===== src/rtl/axi4_sram_guard_if.sv =====
// AXI4 bundle shared by the SRAM guard and its neighbours.
// Widths come from the AXI4_* macros so every user agrees on them.
`ifndef AXI4_ADDR_WIDTH
`define AXI4_ADDR_WIDTH 32
`endif
`ifndef AXI4_DATA_WIDTH
`define AXI4_DATA_WIDTH 64
`endif
`ifndef AXI4_ID_WIDTH
`define AXI4_ID_WIDTH 4
`endif
`ifndef AXI4_USER_WIDTH
`define AXI4_USER_WIDTH 1
`endif

interface axi4_if #(
  parameter int ADDR_W = `AXI4_ADDR_WIDTH,
  parameter int DATA_W = `AXI4_DATA_WIDTH,
  parameter int ID_W   = `AXI4_ID_WIDTH,
  parameter int USER_W = `AXI4_USER_WIDTH
) ();
  logic aclk;
  logic aresetn;

  logic [ID_W-1:0]     awid;
  logic [ADDR_W-1:0]   awaddr;
  logic [7:0]          awlen;
  logic [2:0]          awsize;
  logic [1:0]          awburst;
  logic                awlock;
  logic [3:0]          awcache;
  logic [2:0]          awprot;
  logic [3:0]          awqos;
  logic [3:0]          awregion;
  logic [USER_W-1:0]   awuser;
  logic                awvalid;
  logic                awready;

  logic [DATA_W-1:0]   wdata;
  logic [DATA_W/8-1:0] wstrb;
  logic                wlast;
  logic [USER_W-1:0]   wuser;
  logic                wvalid;
  logic                wready;

  logic [ID_W-1:0]     bid;
  logic [1:0]          bresp;
  logic [USER_W-1:0]   buser;
  logic                bvalid;
  logic                bready;

  logic [ID_W-1:0]     arid;
  logic [ADDR_W-1:0]   araddr;
  logic [7:0]          arlen;
  logic [2:0]          arsize;
  logic [1:0]          arburst;
  logic                arlock;
  logic [3:0]          arcache;
  logic [2:0]          arprot;
  logic [3:0]          arqos;
  logic [3:0]          arregion;
  logic [USER_W-1:0]   aruser;
  logic                arvalid;
  logic                arready;

  logic [ID_W-1:0]     rid;
  logic [DATA_W-1:0]   rdata;
  logic [1:0]          rresp;
  logic                rlast;
  logic [USER_W-1:0]   ruser;
  logic                rvalid;
  logic                rready;

  modport master (
    output awid, awaddr, awlen, awsize, awburst, awlock,
    output awcache, awprot, awqos, awregion, awuser, awvalid,
    input  awready,
    output wdata, wstrb, wlast, wuser, wvalid,
    input  wready,
    input  bid, bresp, buser, bvalid,
    output bready,
    output arid, araddr, arlen, arsize, arburst, arlock,
    output arcache, arprot, arqos, arregion, aruser, arvalid,
    input  arready,
    input  rid, rdata, rresp, rlast, ruser, rvalid,
    output rready
  );

  modport slave (
    input  awid, awaddr, awlen, awsize, awburst, awlock,
    input  awcache, awprot, awqos, awregion, awuser, awvalid,
    output awready,
    input  wdata, wstrb, wlast, wuser, wvalid,
    output wready,
    output bid, bresp, buser, bvalid,
    input  bready,
    input  arid, araddr, arlen, arsize, arburst, arlock,
    input  arcache, arprot, arqos, arregion, aruser, arvalid,
    output arready,
    output rid, rdata, rresp, rlast, ruser, rvalid,
    input  rready
  );
endinterface


===== src/rtl/axi4_sram_guard.sv =====
// Front-end guard for axi4_sram: forwards legal in-window bursts,
// answers illegal/out-of-window ones locally, one transaction at a time.
`ifndef AXI4_ADDR_WIDTH
`define AXI4_ADDR_WIDTH 32
`endif
`ifndef AXI4_DATA_WIDTH
`define AXI4_DATA_WIDTH 64
`endif
`ifndef AXI4_ID_WIDTH
`define AXI4_ID_WIDTH 4
`endif

module axi4_sram_guard #(
  parameter int SRAM_WORD_DEPTH = 512,
  parameter int SRAM_BLOCK_SIZE = 4,
  parameter logic [`AXI4_ADDR_WIDTH-1:0] SRAM_BASE_ADDR = 32'h0F00_0000
) (
  input  logic  aclk,
  input  logic  aresetn,
  axi4_if.slave  s_axi,
  axi4_if.master m_axi
);
  localparam int AW  = `AXI4_ADDR_WIDTH;
  localparam int DW  = `AXI4_DATA_WIDTH;
  localparam int IW  = `AXI4_ID_WIDTH;
  localparam int NB  = DW / 8;
  localparam int NBL = $clog2(NB);
  localparam int SZ  = SRAM_WORD_DEPTH * SRAM_BLOCK_SIZE * NB;

  localparam logic [AW:0] BASE = {1'b0, SRAM_BASE_ADDR};
  localparam logic [AW:0] SIZE = (AW+1)'(SZ);
  localparam logic [AW:0] TOP  = BASE + SIZE - 1'b1;

  typedef enum logic [2:0] {
    IDLE, FWD_RD, FWD_WR, ERR_RD, ERR_WR, ERR_B
  } state_t;

  state_t          state;
  logic [IW-1:0]   err_id;
  logic [7:0]      err_len;
  logic [7:0]      cnt;
  logic [1:0]      err_resp;

  // One extra address bit keeps the window arithmetic overflow-free.
  function automatic logic [1:0] decode(
    input logic [AW-1:0] addr,
    input logic [7:0]    len,
    input logic [1:0]    burst
  );
    logic [AW:0] a;
    logic [AW:0] last;
    logic        wrap_ok;
    a       = {1'b0, addr};
    last    = {1'b0, addr & ~AW'(NB-1)} + ((AW+1)'(len) << NBL);
    wrap_ok = (len == 8'd1) || (len == 8'd3) ||
              (len == 8'd7) || (len == 8'd15);
    if (burst == 2'b11 || (burst == 2'b10 && !wrap_ok))
      decode = 2'b10;
    else if (a < BASE || a > TOP || (burst == 2'b01 && last > TOP))
      decode = 2'b11;
    else
      decode = 2'b00;
  endfunction

  logic [1:0] ar_resp, aw_resp;
  logic       idle, ar_fwd, ar_err, aw_fwd, aw_err;
  logic       r_fwd, r_err, w_fwd, w_drop, b_fwd, b_err;

  assign ar_resp = decode(s_axi.araddr, s_axi.arlen, s_axi.arburst);
  assign aw_resp = decode(s_axi.awaddr, s_axi.awlen, s_axi.awburst);

  assign idle   = aresetn && state == IDLE;
  assign ar_fwd = idle && s_axi.arvalid && ar_resp == 2'b00;
  assign ar_err = idle && s_axi.arvalid && ar_resp != 2'b00;
  assign aw_fwd = idle && !s_axi.arvalid && s_axi.awvalid &&
                  aw_resp == 2'b00;
  assign aw_err = idle && !s_axi.arvalid && s_axi.awvalid &&
                  aw_resp != 2'b00;
  assign r_fwd  = aresetn && state == FWD_RD;
  assign r_err  = aresetn && state == ERR_RD;
  assign b_fwd  = aresetn && state == FWD_WR;
  assign b_err  = aresetn && state == ERR_B;
  assign w_fwd  = aw_fwd || b_fwd;
  assign w_drop = aw_err || (aresetn && state == ERR_WR);

  always_comb begin
    m_axi.arid     = '0;
    m_axi.araddr   = '0;
    m_axi.arlen    = '0;
    m_axi.arsize   = '0;
    m_axi.arburst  = '0;
    m_axi.arlock   = '0;
    m_axi.arcache  = '0;
    m_axi.arprot   = '0;
    m_axi.arqos    = '0;
    m_axi.arregion = '0;
    m_axi.aruser   = '0;
    m_axi.arvalid  = 1'b0;
    m_axi.awid     = '0;
    m_axi.awaddr   = '0;
    m_axi.awlen    = '0;
    m_axi.awsize   = '0;
    m_axi.awburst  = '0;
    m_axi.awlock   = '0;
    m_axi.awcache  = '0;
    m_axi.awprot   = '0;
    m_axi.awqos    = '0;
    m_axi.awregion = '0;
    m_axi.awuser   = '0;
    m_axi.awvalid  = 1'b0;
    m_axi.wdata    = '0;
    m_axi.wstrb    = '0;
    m_axi.wlast    = 1'b0;
    m_axi.wuser    = '0;
    m_axi.wvalid   = 1'b0;
    m_axi.rready   = r_fwd & s_axi.rready;
    m_axi.bready   = b_fwd & s_axi.bready;
    if (ar_fwd) begin
      m_axi.arid     = s_axi.arid;
      m_axi.araddr   = s_axi.araddr;
      m_axi.arlen    = s_axi.arlen;
      m_axi.arsize   = s_axi.arsize;
      m_axi.arburst  = s_axi.arburst;
      m_axi.arlock   = s_axi.arlock;
      m_axi.arcache  = s_axi.arcache;
      m_axi.arprot   = s_axi.arprot;
      m_axi.arqos    = s_axi.arqos;
      m_axi.arregion = s_axi.arregion;
      m_axi.aruser   = s_axi.aruser;
      m_axi.arvalid  = 1'b1;
    end
    if (aw_fwd) begin
      m_axi.awid     = s_axi.awid;
      m_axi.awaddr   = s_axi.awaddr;
      m_axi.awlen    = s_axi.awlen;
      m_axi.awsize   = s_axi.awsize;
      m_axi.awburst  = s_axi.awburst;
      m_axi.awlock   = s_axi.awlock;
      m_axi.awcache  = s_axi.awcache;
      m_axi.awprot   = s_axi.awprot;
      m_axi.awqos    = s_axi.awqos;
      m_axi.awregion = s_axi.awregion;
      m_axi.awuser   = s_axi.awuser;
      m_axi.awvalid  = 1'b1;
    end
    if (w_fwd) begin
      m_axi.wdata  = s_axi.wdata;
      m_axi.wstrb  = s_axi.wstrb;
      m_axi.wlast  = s_axi.wlast;
      m_axi.wuser  = s_axi.wuser;
      m_axi.wvalid = s_axi.wvalid;
    end
  end

  always_comb begin
    s_axi.arready = ar_fwd ? m_axi.arready : ar_err;
    s_axi.awready = aw_fwd ? m_axi.awready : aw_err;
    s_axi.wready  = w_fwd ? m_axi.wready : w_drop;
    s_axi.rid     = '0;
    s_axi.rdata   = '0;
    s_axi.rresp   = '0;
    s_axi.rlast   = 1'b0;
    s_axi.ruser   = '0;
    s_axi.rvalid  = 1'b0;
    s_axi.bid     = '0;
    s_axi.bresp   = '0;
    s_axi.buser   = '0;
    s_axi.bvalid  = 1'b0;
    if (r_fwd) begin
      s_axi.rid    = m_axi.rid;
      s_axi.rdata  = m_axi.rdata;
      s_axi.rresp  = m_axi.rresp;
      s_axi.rlast  = m_axi.rlast;
      s_axi.rvalid = m_axi.rvalid;
    end
    if (r_err) begin
      s_axi.rid    = err_id;
      s_axi.rresp  = err_resp;
      s_axi.rlast  = cnt == err_len;
      s_axi.rvalid = 1'b1;
    end
    if (b_fwd) begin
      s_axi.bid    = m_axi.bid;
      s_axi.bresp  = m_axi.bresp;
      s_axi.bvalid = m_axi.bvalid;
    end
    if (b_err) begin
      s_axi.bid    = err_id;
      s_axi.bresp  = err_resp;
      s_axi.bvalid = 1'b1;
    end
  end

  always_ff @(posedge aclk or negedge aresetn) begin
    if (!aresetn) begin
      state    <= IDLE;
      err_id   <= '0;
      err_len  <= '0;
      err_resp <= '0;
      cnt      <= '0;
    end else begin
      unique case (state)
        IDLE: begin
          if (s_axi.arvalid) begin
            if (ar_resp == 2'b00) begin
              if (m_axi.arready) state <= FWD_RD;
            end else begin
              err_id   <= s_axi.arid;
              err_len  <= s_axi.arlen;
              err_resp <= ar_resp;
              cnt      <= '0;
              state    <= ERR_RD;
            end
          end else if (s_axi.awvalid) begin
            if (aw_resp == 2'b00) begin
              if (m_axi.awready) state <= FWD_WR;
            end else begin
              err_id   <= s_axi.awid;
              err_resp <= aw_resp;
              // The only W beat may ride along with the error AW.
              state <= (s_axi.wvalid && s_axi.wlast) ? ERR_B : ERR_WR;
            end
          end
        end
        FWD_RD: begin
          if (m_axi.rvalid && s_axi.rready && m_axi.rlast)
            state <= IDLE;
        end
        FWD_WR: begin
          if (m_axi.bvalid && s_axi.bready) state <= IDLE;
        end
        ERR_RD: begin
          if (s_axi.rready) begin
            cnt <= cnt + 8'd1;
            if (cnt == err_len) state <= IDLE;
          end
        end
        ERR_WR: begin
          if (s_axi.wvalid && s_axi.wlast) state <= ERR_B;
        end
        ERR_B: begin
          if (s_axi.bready) state <= IDLE;
        end
        default: state <= IDLE;
      endcase
    end
  end
endmodule


===== src/flat_wrapper.sv =====
// flat-port wrapper written by rule: the top's interface ports become plain ports
module axi4_sram_guard_flat 
#(
  parameter int SRAM_WORD_DEPTH = 512,
  parameter int SRAM_BLOCK_SIZE = 4,
  parameter logic [`AXI4_ADDR_WIDTH-1:0] SRAM_BASE_ADDR = 32'h0F00_0000
)
  (aclk, aresetn, s_axi_awid, s_axi_awaddr, s_axi_awlen, s_axi_awsize, s_axi_awburst, s_axi_awlock, s_axi_awcache, s_axi_awprot, s_axi_awqos, s_axi_awregion, s_axi_awuser, s_axi_awvalid, s_axi_awready, s_axi_wdata, s_axi_wstrb, s_axi_wlast, s_axi_wuser, s_axi_wvalid, s_axi_wready, s_axi_bid, s_axi_bresp, s_axi_buser, s_axi_bvalid, s_axi_bready, s_axi_arid, s_axi_araddr, s_axi_arlen, s_axi_arsize, s_axi_arburst, s_axi_arlock, s_axi_arcache, s_axi_arprot, s_axi_arqos, s_axi_arregion, s_axi_aruser, s_axi_arvalid, s_axi_arready, s_axi_rid, s_axi_rdata, s_axi_rresp, s_axi_rlast, s_axi_ruser, s_axi_rvalid, s_axi_rready, m_axi_awid, m_axi_awaddr, m_axi_awlen, m_axi_awsize, m_axi_awburst, m_axi_awlock, m_axi_awcache, m_axi_awprot, m_axi_awqos, m_axi_awregion, m_axi_awuser, m_axi_awvalid, m_axi_awready, m_axi_wdata, m_axi_wstrb, m_axi_wlast, m_axi_wuser, m_axi_wvalid, m_axi_wready, m_axi_bid, m_axi_bresp, m_axi_buser, m_axi_bvalid, m_axi_bready, m_axi_arid, m_axi_araddr, m_axi_arlen, m_axi_arsize, m_axi_arburst, m_axi_arlock, m_axi_arcache, m_axi_arprot, m_axi_arqos, m_axi_arregion, m_axi_aruser, m_axi_arvalid, m_axi_arready, m_axi_rid, m_axi_rdata, m_axi_rresp, m_axi_rlast, m_axi_ruser, m_axi_rvalid, m_axi_rready);
  axi4_if s_axi_i ();
  axi4_if m_axi_i ();
  input  logic aclk;
  input  logic aresetn;
  input wire logic [$bits(s_axi_i.awid)-1:0] s_axi_awid;
  input wire logic [$bits(s_axi_i.awaddr)-1:0] s_axi_awaddr;
  input wire logic [$bits(s_axi_i.awlen)-1:0] s_axi_awlen;
  input wire logic [$bits(s_axi_i.awsize)-1:0] s_axi_awsize;
  input wire logic [$bits(s_axi_i.awburst)-1:0] s_axi_awburst;
  input wire logic [$bits(s_axi_i.awlock)-1:0] s_axi_awlock;
  input wire logic [$bits(s_axi_i.awcache)-1:0] s_axi_awcache;
  input wire logic [$bits(s_axi_i.awprot)-1:0] s_axi_awprot;
  input wire logic [$bits(s_axi_i.awqos)-1:0] s_axi_awqos;
  input wire logic [$bits(s_axi_i.awregion)-1:0] s_axi_awregion;
  input wire logic [$bits(s_axi_i.awuser)-1:0] s_axi_awuser;
  input wire logic [$bits(s_axi_i.awvalid)-1:0] s_axi_awvalid;
  output wire logic [$bits(s_axi_i.awready)-1:0] s_axi_awready;
  input wire logic [$bits(s_axi_i.wdata)-1:0] s_axi_wdata;
  input wire logic [$bits(s_axi_i.wstrb)-1:0] s_axi_wstrb;
  input wire logic [$bits(s_axi_i.wlast)-1:0] s_axi_wlast;
  input wire logic [$bits(s_axi_i.wuser)-1:0] s_axi_wuser;
  input wire logic [$bits(s_axi_i.wvalid)-1:0] s_axi_wvalid;
  output wire logic [$bits(s_axi_i.wready)-1:0] s_axi_wready;
  output wire logic [$bits(s_axi_i.bid)-1:0] s_axi_bid;
  output wire logic [$bits(s_axi_i.bresp)-1:0] s_axi_bresp;
  output wire logic [$bits(s_axi_i.buser)-1:0] s_axi_buser;
  output wire logic [$bits(s_axi_i.bvalid)-1:0] s_axi_bvalid;
  input wire logic [$bits(s_axi_i.bready)-1:0] s_axi_bready;
  input wire logic [$bits(s_axi_i.arid)-1:0] s_axi_arid;
  input wire logic [$bits(s_axi_i.araddr)-1:0] s_axi_araddr;
  input wire logic [$bits(s_axi_i.arlen)-1:0] s_axi_arlen;
  input wire logic [$bits(s_axi_i.arsize)-1:0] s_axi_arsize;
  input wire logic [$bits(s_axi_i.arburst)-1:0] s_axi_arburst;
  input wire logic [$bits(s_axi_i.arlock)-1:0] s_axi_arlock;
  input wire logic [$bits(s_axi_i.arcache)-1:0] s_axi_arcache;
  input wire logic [$bits(s_axi_i.arprot)-1:0] s_axi_arprot;
  input wire logic [$bits(s_axi_i.arqos)-1:0] s_axi_arqos;
  input wire logic [$bits(s_axi_i.arregion)-1:0] s_axi_arregion;
  input wire logic [$bits(s_axi_i.aruser)-1:0] s_axi_aruser;
  input wire logic [$bits(s_axi_i.arvalid)-1:0] s_axi_arvalid;
  output wire logic [$bits(s_axi_i.arready)-1:0] s_axi_arready;
  output wire logic [$bits(s_axi_i.rid)-1:0] s_axi_rid;
  output wire logic [$bits(s_axi_i.rdata)-1:0] s_axi_rdata;
  output wire logic [$bits(s_axi_i.rresp)-1:0] s_axi_rresp;
  output wire logic [$bits(s_axi_i.rlast)-1:0] s_axi_rlast;
  output wire logic [$bits(s_axi_i.ruser)-1:0] s_axi_ruser;
  output wire logic [$bits(s_axi_i.rvalid)-1:0] s_axi_rvalid;
  input wire logic [$bits(s_axi_i.rready)-1:0] s_axi_rready;
  output wire logic [$bits(m_axi_i.awid)-1:0] m_axi_awid;
  output wire logic [$bits(m_axi_i.awaddr)-1:0] m_axi_awaddr;
  output wire logic [$bits(m_axi_i.awlen)-1:0] m_axi_awlen;
  output wire logic [$bits(m_axi_i.awsize)-1:0] m_axi_awsize;
  output wire logic [$bits(m_axi_i.awburst)-1:0] m_axi_awburst;
  output wire logic [$bits(m_axi_i.awlock)-1:0] m_axi_awlock;
  output wire logic [$bits(m_axi_i.awcache)-1:0] m_axi_awcache;
  output wire logic [$bits(m_axi_i.awprot)-1:0] m_axi_awprot;
  output wire logic [$bits(m_axi_i.awqos)-1:0] m_axi_awqos;
  output wire logic [$bits(m_axi_i.awregion)-1:0] m_axi_awregion;
  output wire logic [$bits(m_axi_i.awuser)-1:0] m_axi_awuser;
  output wire logic [$bits(m_axi_i.awvalid)-1:0] m_axi_awvalid;
  input wire logic [$bits(m_axi_i.awready)-1:0] m_axi_awready;
  output wire logic [$bits(m_axi_i.wdata)-1:0] m_axi_wdata;
  output wire logic [$bits(m_axi_i.wstrb)-1:0] m_axi_wstrb;
  output wire logic [$bits(m_axi_i.wlast)-1:0] m_axi_wlast;
  output wire logic [$bits(m_axi_i.wuser)-1:0] m_axi_wuser;
  output wire logic [$bits(m_axi_i.wvalid)-1:0] m_axi_wvalid;
  input wire logic [$bits(m_axi_i.wready)-1:0] m_axi_wready;
  input wire logic [$bits(m_axi_i.bid)-1:0] m_axi_bid;
  input wire logic [$bits(m_axi_i.bresp)-1:0] m_axi_bresp;
  input wire logic [$bits(m_axi_i.buser)-1:0] m_axi_buser;
  input wire logic [$bits(m_axi_i.bvalid)-1:0] m_axi_bvalid;
  output wire logic [$bits(m_axi_i.bready)-1:0] m_axi_bready;
  output wire logic [$bits(m_axi_i.arid)-1:0] m_axi_arid;
  output wire logic [$bits(m_axi_i.araddr)-1:0] m_axi_araddr;
  output wire logic [$bits(m_axi_i.arlen)-1:0] m_axi_arlen;
  output wire logic [$bits(m_axi_i.arsize)-1:0] m_axi_arsize;
  output wire logic [$bits(m_axi_i.arburst)-1:0] m_axi_arburst;
  output wire logic [$bits(m_axi_i.arlock)-1:0] m_axi_arlock;
  output wire logic [$bits(m_axi_i.arcache)-1:0] m_axi_arcache;
  output wire logic [$bits(m_axi_i.arprot)-1:0] m_axi_arprot;
  output wire logic [$bits(m_axi_i.arqos)-1:0] m_axi_arqos;
  output wire logic [$bits(m_axi_i.arregion)-1:0] m_axi_arregion;
  output wire logic [$bits(m_axi_i.aruser)-1:0] m_axi_aruser;
  output wire logic [$bits(m_axi_i.arvalid)-1:0] m_axi_arvalid;
  input wire logic [$bits(m_axi_i.arready)-1:0] m_axi_arready;
  input wire logic [$bits(m_axi_i.rid)-1:0] m_axi_rid;
  input wire logic [$bits(m_axi_i.rdata)-1:0] m_axi_rdata;
  input wire logic [$bits(m_axi_i.rresp)-1:0] m_axi_rresp;
  input wire logic [$bits(m_axi_i.rlast)-1:0] m_axi_rlast;
  input wire logic [$bits(m_axi_i.ruser)-1:0] m_axi_ruser;
  input wire logic [$bits(m_axi_i.rvalid)-1:0] m_axi_rvalid;
  output wire logic [$bits(m_axi_i.rready)-1:0] m_axi_rready;
  assign s_axi_i.awid = s_axi_awid;
  assign s_axi_i.awaddr = s_axi_awaddr;
  assign s_axi_i.awlen = s_axi_awlen;
  assign s_axi_i.awsize = s_axi_awsize;
  assign s_axi_i.awburst = s_axi_awburst;
  assign s_axi_i.awlock = s_axi_awlock;
  assign s_axi_i.awcache = s_axi_awcache;
  assign s_axi_i.awprot = s_axi_awprot;
  assign s_axi_i.awqos = s_axi_awqos;
  assign s_axi_i.awregion = s_axi_awregion;
  assign s_axi_i.awuser = s_axi_awuser;
  assign s_axi_i.awvalid = s_axi_awvalid;
  assign s_axi_awready = s_axi_i.awready;
  assign s_axi_i.wdata = s_axi_wdata;
  assign s_axi_i.wstrb = s_axi_wstrb;
  assign s_axi_i.wlast = s_axi_wlast;
  assign s_axi_i.wuser = s_axi_wuser;
  assign s_axi_i.wvalid = s_axi_wvalid;
  assign s_axi_wready = s_axi_i.wready;
  assign s_axi_bid = s_axi_i.bid;
  assign s_axi_bresp = s_axi_i.bresp;
  assign s_axi_buser = s_axi_i.buser;
  assign s_axi_bvalid = s_axi_i.bvalid;
  assign s_axi_i.bready = s_axi_bready;
  assign s_axi_i.arid = s_axi_arid;
  assign s_axi_i.araddr = s_axi_araddr;
  assign s_axi_i.arlen = s_axi_arlen;
  assign s_axi_i.arsize = s_axi_arsize;
  assign s_axi_i.arburst = s_axi_arburst;
  assign s_axi_i.arlock = s_axi_arlock;
  assign s_axi_i.arcache = s_axi_arcache;
  assign s_axi_i.arprot = s_axi_arprot;
  assign s_axi_i.arqos = s_axi_arqos;
  assign s_axi_i.arregion = s_axi_arregion;
  assign s_axi_i.aruser = s_axi_aruser;
  assign s_axi_i.arvalid = s_axi_arvalid;
  assign s_axi_arready = s_axi_i.arready;
  assign s_axi_rid = s_axi_i.rid;
  assign s_axi_rdata = s_axi_i.rdata;
  assign s_axi_rresp = s_axi_i.rresp;
  assign s_axi_rlast = s_axi_i.rlast;
  assign s_axi_ruser = s_axi_i.ruser;
  assign s_axi_rvalid = s_axi_i.rvalid;
  assign s_axi_i.rready = s_axi_rready;
  assign m_axi_awid = m_axi_i.awid;
  assign m_axi_awaddr = m_axi_i.awaddr;
  assign m_axi_awlen = m_axi_i.awlen;
  assign m_axi_awsize = m_axi_i.awsize;
  assign m_axi_awburst = m_axi_i.awburst;
  assign m_axi_awlock = m_axi_i.awlock;
  assign m_axi_awcache = m_axi_i.awcache;
  assign m_axi_awprot = m_axi_i.awprot;
  assign m_axi_awqos = m_axi_i.awqos;
  assign m_axi_awregion = m_axi_i.awregion;
  assign m_axi_awuser = m_axi_i.awuser;
  assign m_axi_awvalid = m_axi_i.awvalid;
  assign m_axi_i.awready = m_axi_awready;
  assign m_axi_wdata = m_axi_i.wdata;
  assign m_axi_wstrb = m_axi_i.wstrb;
  assign m_axi_wlast = m_axi_i.wlast;
  assign m_axi_wuser = m_axi_i.wuser;
  assign m_axi_wvalid = m_axi_i.wvalid;
  assign m_axi_i.wready = m_axi_wready;
  assign m_axi_i.bid = m_axi_bid;
  assign m_axi_i.bresp = m_axi_bresp;
  assign m_axi_i.buser = m_axi_buser;
  assign m_axi_i.bvalid = m_axi_bvalid;
  assign m_axi_bready = m_axi_i.bready;
  assign m_axi_arid = m_axi_i.arid;
  assign m_axi_araddr = m_axi_i.araddr;
  assign m_axi_arlen = m_axi_i.arlen;
  assign m_axi_arsize = m_axi_i.arsize;
  assign m_axi_arburst = m_axi_i.arburst;
  assign m_axi_arlock = m_axi_i.arlock;
  assign m_axi_arcache = m_axi_i.arcache;
  assign m_axi_arprot = m_axi_i.arprot;
  assign m_axi_arqos = m_axi_i.arqos;
  assign m_axi_arregion = m_axi_i.arregion;
  assign m_axi_aruser = m_axi_i.aruser;
  assign m_axi_arvalid = m_axi_i.arvalid;
  assign m_axi_i.arready = m_axi_arready;
  assign m_axi_i.rid = m_axi_rid;
  assign m_axi_i.rdata = m_axi_rdata;
  assign m_axi_i.rresp = m_axi_rresp;
  assign m_axi_i.rlast = m_axi_rlast;
  assign m_axi_i.ruser = m_axi_ruser;
  assign m_axi_i.rvalid = m_axi_rvalid;
  assign m_axi_rready = m_axi_i.rready;
  axi4_sram_guard #(.SRAM_WORD_DEPTH(SRAM_WORD_DEPTH), .SRAM_BLOCK_SIZE(SRAM_BLOCK_SIZE), .SRAM_BASE_ADDR(SRAM_BASE_ADDR)) u_core (.aclk(aclk), .aresetn(aresetn), .s_axi(s_axi_i), .m_axi(m_axi_i));
endmodule

===== config.mk =====
export PLATFORM = sky130hd
export DESIGN_NAME = axi4_sram_guard_flat
export DESIGN_NICKNAME = d
export VERILOG_FILES = /design/src/rtl/axi4_sram_guard_if.sv /design/src/rtl/axi4_sram_guard.sv /design/src/flat_wrapper.sv
export SDC_FILE = /design/constraint.sdc
export NUM_CORES = 1
export LEC_CHECK = 0
export ABC_CLOCK_PERIOD_IN_PS = 4350
export CORE_AREA = 2 2 231 233
export DETAILED_ROUTE_END_ITERATION = 16
export DIE_AREA = 0 0 233 235
export PLACE_DENSITY = 0.38
export RECOVER_POWER = 25
export SYNTH_ARGS = -nofsm -noshare
export SYNTH_HDL_FRONTEND = slang
export SYNTH_SLANG_ARGS = --single-unit

===== constraint.sdc =====
create_clock -name aclk -period 4.35 [get_ports aclk]
set_input_delay 0.435 -clock aclk [delete_from_list [all_inputs] [get_ports aclk]]
set_output_delay 0.435 -clock aclk [all_outputs]
set_load 0.01 [all_outputs]

Word-level counts from Yosys, hierarchy flattened:

Cells that the tools add are included.

* input bits: 297
* bits in registers: 25

* eq/ne operators: 33
* order comparisons: 6
* bitwise logic cells: 3
* multiplexer cells: 77
* reductions and logical operators: 49
* add/subtract/negate cells: 3

Operators with widths (count)
* $mux W64: 2
* $add A32 B11 Y33: 2
* $gt A33 B28 Y1 const B: 2
* $gt A32 B28 Y1 const B: 2
* $lt A32 B28 Y1 const B: 2
* $mux W32: 2
* $mux W4: 16
* $mux W3: 16
* $mux W8: 6
* $mux W2: 14
* $logic_and A1 B1 Y1: 21
* $ne A2 B2 Y1 const B: 10
* $mux W1: 19
* $pmux W3 S6: 1
* $eq A8 B1 Y1 const B: 2
* $eq A8 B2 Y1 const B: 2
* $eq A8 B3 Y1 const B: 2
* $eq A8 B4 Y1 const B: 2
* $pmux W8 S2: 1
* $logic_or A1 B1 Y1: 14
* $reduce_and A9 Y1: 1
* $add A8 B1 Y8 const B: 1
* $eq A2 B2 Y1 const B: 4
* $eq A8 B8 Y1: 1
* other kinds (14): 26

Longest topological paths before layout:

Gate-level depths: netlist of run 1.

* word-level depth: 13
* gate-level depth with buffers: 12
* gate-level depth less buffers: 10

Worst setup path after synthesis of run 1:

Ideal clock, no wire load.

* path type: input-to-output
* start point: input port s_axi_awlen[5]
* end point: output port m_axi_wdata[21]
* stages on the path: 12
* path slack: 980 ps
* data arrival time: 2935 ps
* data required time: 3915 ps
* path buffers: 2
* cell sequence: ha_1 a22o_1 nor4_2 a2111oi_0 nor3_1 nor2_1 o41ai_4 and4b_1 a21oi_2 buf_4 buf_6 nor2b_1

* cells in the longest elaborated chain, start to end: 12

Ends and longest elaborated chain
* start, declared: line flat_wrapper.sv:15 `input wire logic [$bits(s_axi_i.awlen)-1:0] s_axi_awlen;`
* branches (longest 7 deep; another with $add A32 B11 Y33)
* $mux W2 (*): line axi4_sram_guard.sv:57 `if (burst == 2'b11 || (burst == 2'b10 && !wrap_ok))`
* $logic_not A2 Y1 (*): line axi4_sram_guard.sv:76 `aw_resp == 2'b00;`
* $logic_and A1 B1 Y1 (*): line axi4_sram_guard.sv:75 `assign aw_fwd = idle && !s_axi.arvalid && s_axi.awvalid &&`
* $logic_or A1 B1 Y1 (*): line axi4_sram_guard.sv:83 `assign w_fwd = aw_fwd || b_fwd;`
* $mux W64 (*): line axi4_sram_guard.sv:146 `if (w_fwd) begin`
* end, declared: line flat_wrapper.sv:70 `output wire logic [$bits(m_axi_i.wdata)-1:0] m_axi_wdata;`

Mark *: on every way between the ends.

Final worst setup path of run 1:

* start point: input port s_axi_arlen[4]
* end point: output port m_axi_arqos[0]

* cells in the longest elaborated chain, start to end: 11

Ends and longest elaborated chain
* start, declared: line flat_wrapper.sv:39 `input wire logic [$bits(s_axi_i.arlen)-1:0] s_axi_arlen;`
* branches (longest 7 deep; another with $add A32 B11 Y33)
* $mux W2 (*): line axi4_sram_guard.sv:57
* $logic_not A2 Y1 (*): line axi4_sram_guard.sv:73 `assign ar_fwd = idle && s_axi.arvalid && ar_resp == 2'b00;`
* $logic_and A1 B1 Y1 (*): line axi4_sram_guard.sv:73
* $mux W4 (*): line axi4_sram_guard.sv:118 `if (ar_fwd) begin`
* end, declared: line flat_wrapper.sv:89 `output wire logic [$bits(m_axi_i.arqos)-1:0] m_axi_arqos;`

Marks and branches as above.

==> flow_metrics.tcl, run 1 <==
set metrics [dict create \
    status "finished, final reports clean" \
    grt_pass1_vias 6436 \
    grt_max_degree 74 \
    finalHoldViolCount 0 \
    tightest_slew_ns 1.14 \
    critical-path-top-delay-family "buffers and inverters" \
    cts_sinks 25 \
    grt-ovfl-total 0 \
    final_cell_count_no_fill 1900 \
    start_util_pct 8.36 \
    power_density_nw_per_um2 190 \
    firstDrtPassIters 6 \
    netlist-cell-type-count 64 \
    worstPathMaxFanout 14 \
    maxSlewHeadroom_pct 23.8 \
    p_leak_nw 6.14 \
    critPathArrivalTime_ns 3.79 \
    cpMaxStageDelayCell "clkdlybuf4s50_1" \
    drc 0 \
    crit_top_cell "clkdlybuf4s50_1" \
    avgSynthCellArea_sq_um 7.40 \
    io_buffers 559 \
    pre_cts_slack_ns -0.259 \
    min_period_ns 4.23 \
    nFillCells 5782 \
    drv_cap 0 \
    synth_top_area_share_pct 23.4 \
    layout.nets 1499 \
    cp-start-kind "input port" \
    die_h_um 235 \
    path_cells "clkdlybuf4s50_1 -> ha_1 -> a21o_1 -> a221o_1 -> o21ai_2 -> mux2_2 -> o22ai_1 -> a211o_2 -> nand3_2 -> nor2_4 -> buf_4 -> clkbuf_16 -> and2_1 -> clkdlybuf4s50_1" \
    wl_um 42100 \
    clock_latency_ns 0.28 \
    synth_warnings 0 \
    fp.dieW_um 233 \
    synth_top_area_cell "and2_1" \
    num_vias 6594 \
    min_path_type "in2async" \
    critPathKind "in2out" \
    dpl.cell_count 1850 \
    fin_crit_sh_pct 97.2 \
    synthTopCellsByArea "and2_1, dfrtp_1, nor2b_1" \
    cts_buffer_depth 2 \
    setup_violations 0 \
    ioPinCount 592 \
    synth_common_cells "and2_1, nor2b_1, nor2_1" \
    hold-worst-slack_ns 0.300 \
    grt_use_total_pct 14.0 \
    drt_iter0_drc 292 \
    yosys.cell_count.top_type "and2_1" \
    htreeDepth 1 \
    drive_above_1_share_pct 12.1 \
    grt_antenna_before_repair 47 \
    rows 84 \
    core_sq_um 52200 \
    cts_buffers 3 \
    vias_per_cell 3.47 \
    worst_slack_ns 0.122 \
    synthCells 590 \
    die-area_sq_um 54800 \
    max_freq_mhz 237 \
    dp_hpwl_um 36800 \
    wl_per_cell_um 22.2 \
    slew_violations 0 \
    max-vdd-ir-drop_v 0.000150 \
    ys.flop_type "dfrtp_1" \
    finClkSkew_ns 0.00546 \
    synth_edf_count 0 \
    crit_required_ns 3.91 \
    critPathMaxStageDelay_ns 0.53 \
    synth_seq_cells 25 \
    gp_congestion 0.883 \
    detail-route-antenna-nets 0 \
    crit_buf_inv 4 \
    grt_pass1_wl_um 52800 \
    finalPower_w 0.00221 \
    cts_tree "done" \
    synth-seq-area-share_pct 14.3 \
    syn_area_sq_um 4370 \
    hold_buffers 0 \
    synth-async-reset-ratio_pct 100 \
    clkTransAtPathRegs_ns 0.07 \
    cts_root_buffer "clkbuf_16" \
    cp-end-kind "primary output" \
    area_delta_synth_final_pct 166 \
]
[power by group]
part           switching (W)  internal, W  total, W
clock               0.000100     0.000128  0.000228
sequential          0.000123     0.000316  0.000440
combinational       0.000705     0.000834   0.00154
total               0.000929      0.00128   0.00221
[layout by cell type (no fill, tap or decap), types with 18 or more instances in the layout]
cell             Yosys  final
and2_0               0     18
and2_1             163    145
buf_4               31     51
clkbuf_2             0     23
clkdlybuf4s50_1      0    353
conb_1               1     30
dfrtp_1             25     25
diode_2              0     26
dlygate4sd2_1        0     45
dlygate4sd3_1        0     30
dlymetal6s2s_1       0     93
nand2_1             22     22
nor2_1              44     43
nor2b_1             76     74
[flip-flops by register name (all words and copies together) (netlist names)]
name and cells:
u_core.err_resp 2, u_core.err_id 4, u_core.cnt 8, u_core.err_len 8, u_core.state 3
[cell type report]
type | count | area (sq um) | share of cell area, %
diodes | 26 | 65.1 | 0.560
well taps | 688 | 861 | 7.41
inverters | 3 | 11.3 | 0.0969
clock inverters | 1 | 8.76 | 0.0754
flip-flops and latches | 25 | 626 | 5.39
multi-input cells | 529 | 3600 | 31.0
repair buffers | 625 | 6370 | 54.8
clock buffers | 3 | 75.1 | 0.646
[layer usage]
layer,part of all wire (%),global-route usage (%)
met1,39,15.4
met2,47,23.2
met3,12,8.33
met4,1.7,2.84
met5,0.32,0
[final timing paths]
path,from,end,slack [ns],depth (start not counted)
worst min register to register,u_core.err_len[4],u_core.err_len[4],0.54,1
worst max register to register,u_core.cnt[1],u_core.state[0],1.97,9
min in group aclk,u_core.err_len[4],u_core.err_len[4],0.54,1
worst min-delay path,aresetn,u_core.cnt[1],0.30,2
worst max-delay path,s_axi_arlen[4],m_axi_arqos[0],0.12,14
max in group asynchronous,aresetn,u_core.cnt[2],3.35,2
[stage by stage]
stage	TNS [ns]	util (%)	instance area (sq um)
floorplan	0	-	4480
CTS	-0.668	21.2	11100
finish	0	22.2	11600
global route	-0.203	22.1	11600
detailed placement	-19.11	21.0	11000
global placement	-17.38	21.0	11000
[worst reg2reg max path, stage by stage, from the launching register on]
cell and delay, ns:
dfrtp_1 0.47, xnor2_1 0.19, nand4_1 0.11, nor2_1 0.36
o21ai_0 0.13, nand2_1 0.08, o21ai_0 0.22, a2111oi_0 0.45
o31ai_1 0.12, o21ai_0 0.17
[what timing repair did]
item | CTS | global route
pin swaps | 3 | 13
endpoints found under the setup margin | 160 | 162
gates cloned | 1 | 8
endpoints found under the hold margin | 0 | 0
resized for setup | 84 | 171
buffers inserted | 3 | 8
[logic make-up (layout without fill, tap and decap cells)]
logic type,after synthesis,count (layout),synth area share (%)
and+or+nand+nor,374,374,50.5
AOI/OAI and AO/OA,72,72,12.9
buffers and inverters,65,632,9.17
DFF,25,25,14.3
muxes,20,20,5.13
xor gates and xnor gates,18,18,3.61
adders and majority gates,15,15,4.30
other,1,56,0.0859
Power figures use the tool's default switching activity.
==> run 2: changes to the inputs <==
SLEW_MARGIN = 5   (was unset)
==> results of run 2 <==
No change in the layout: final DEF, timing and power equal those of run 1.
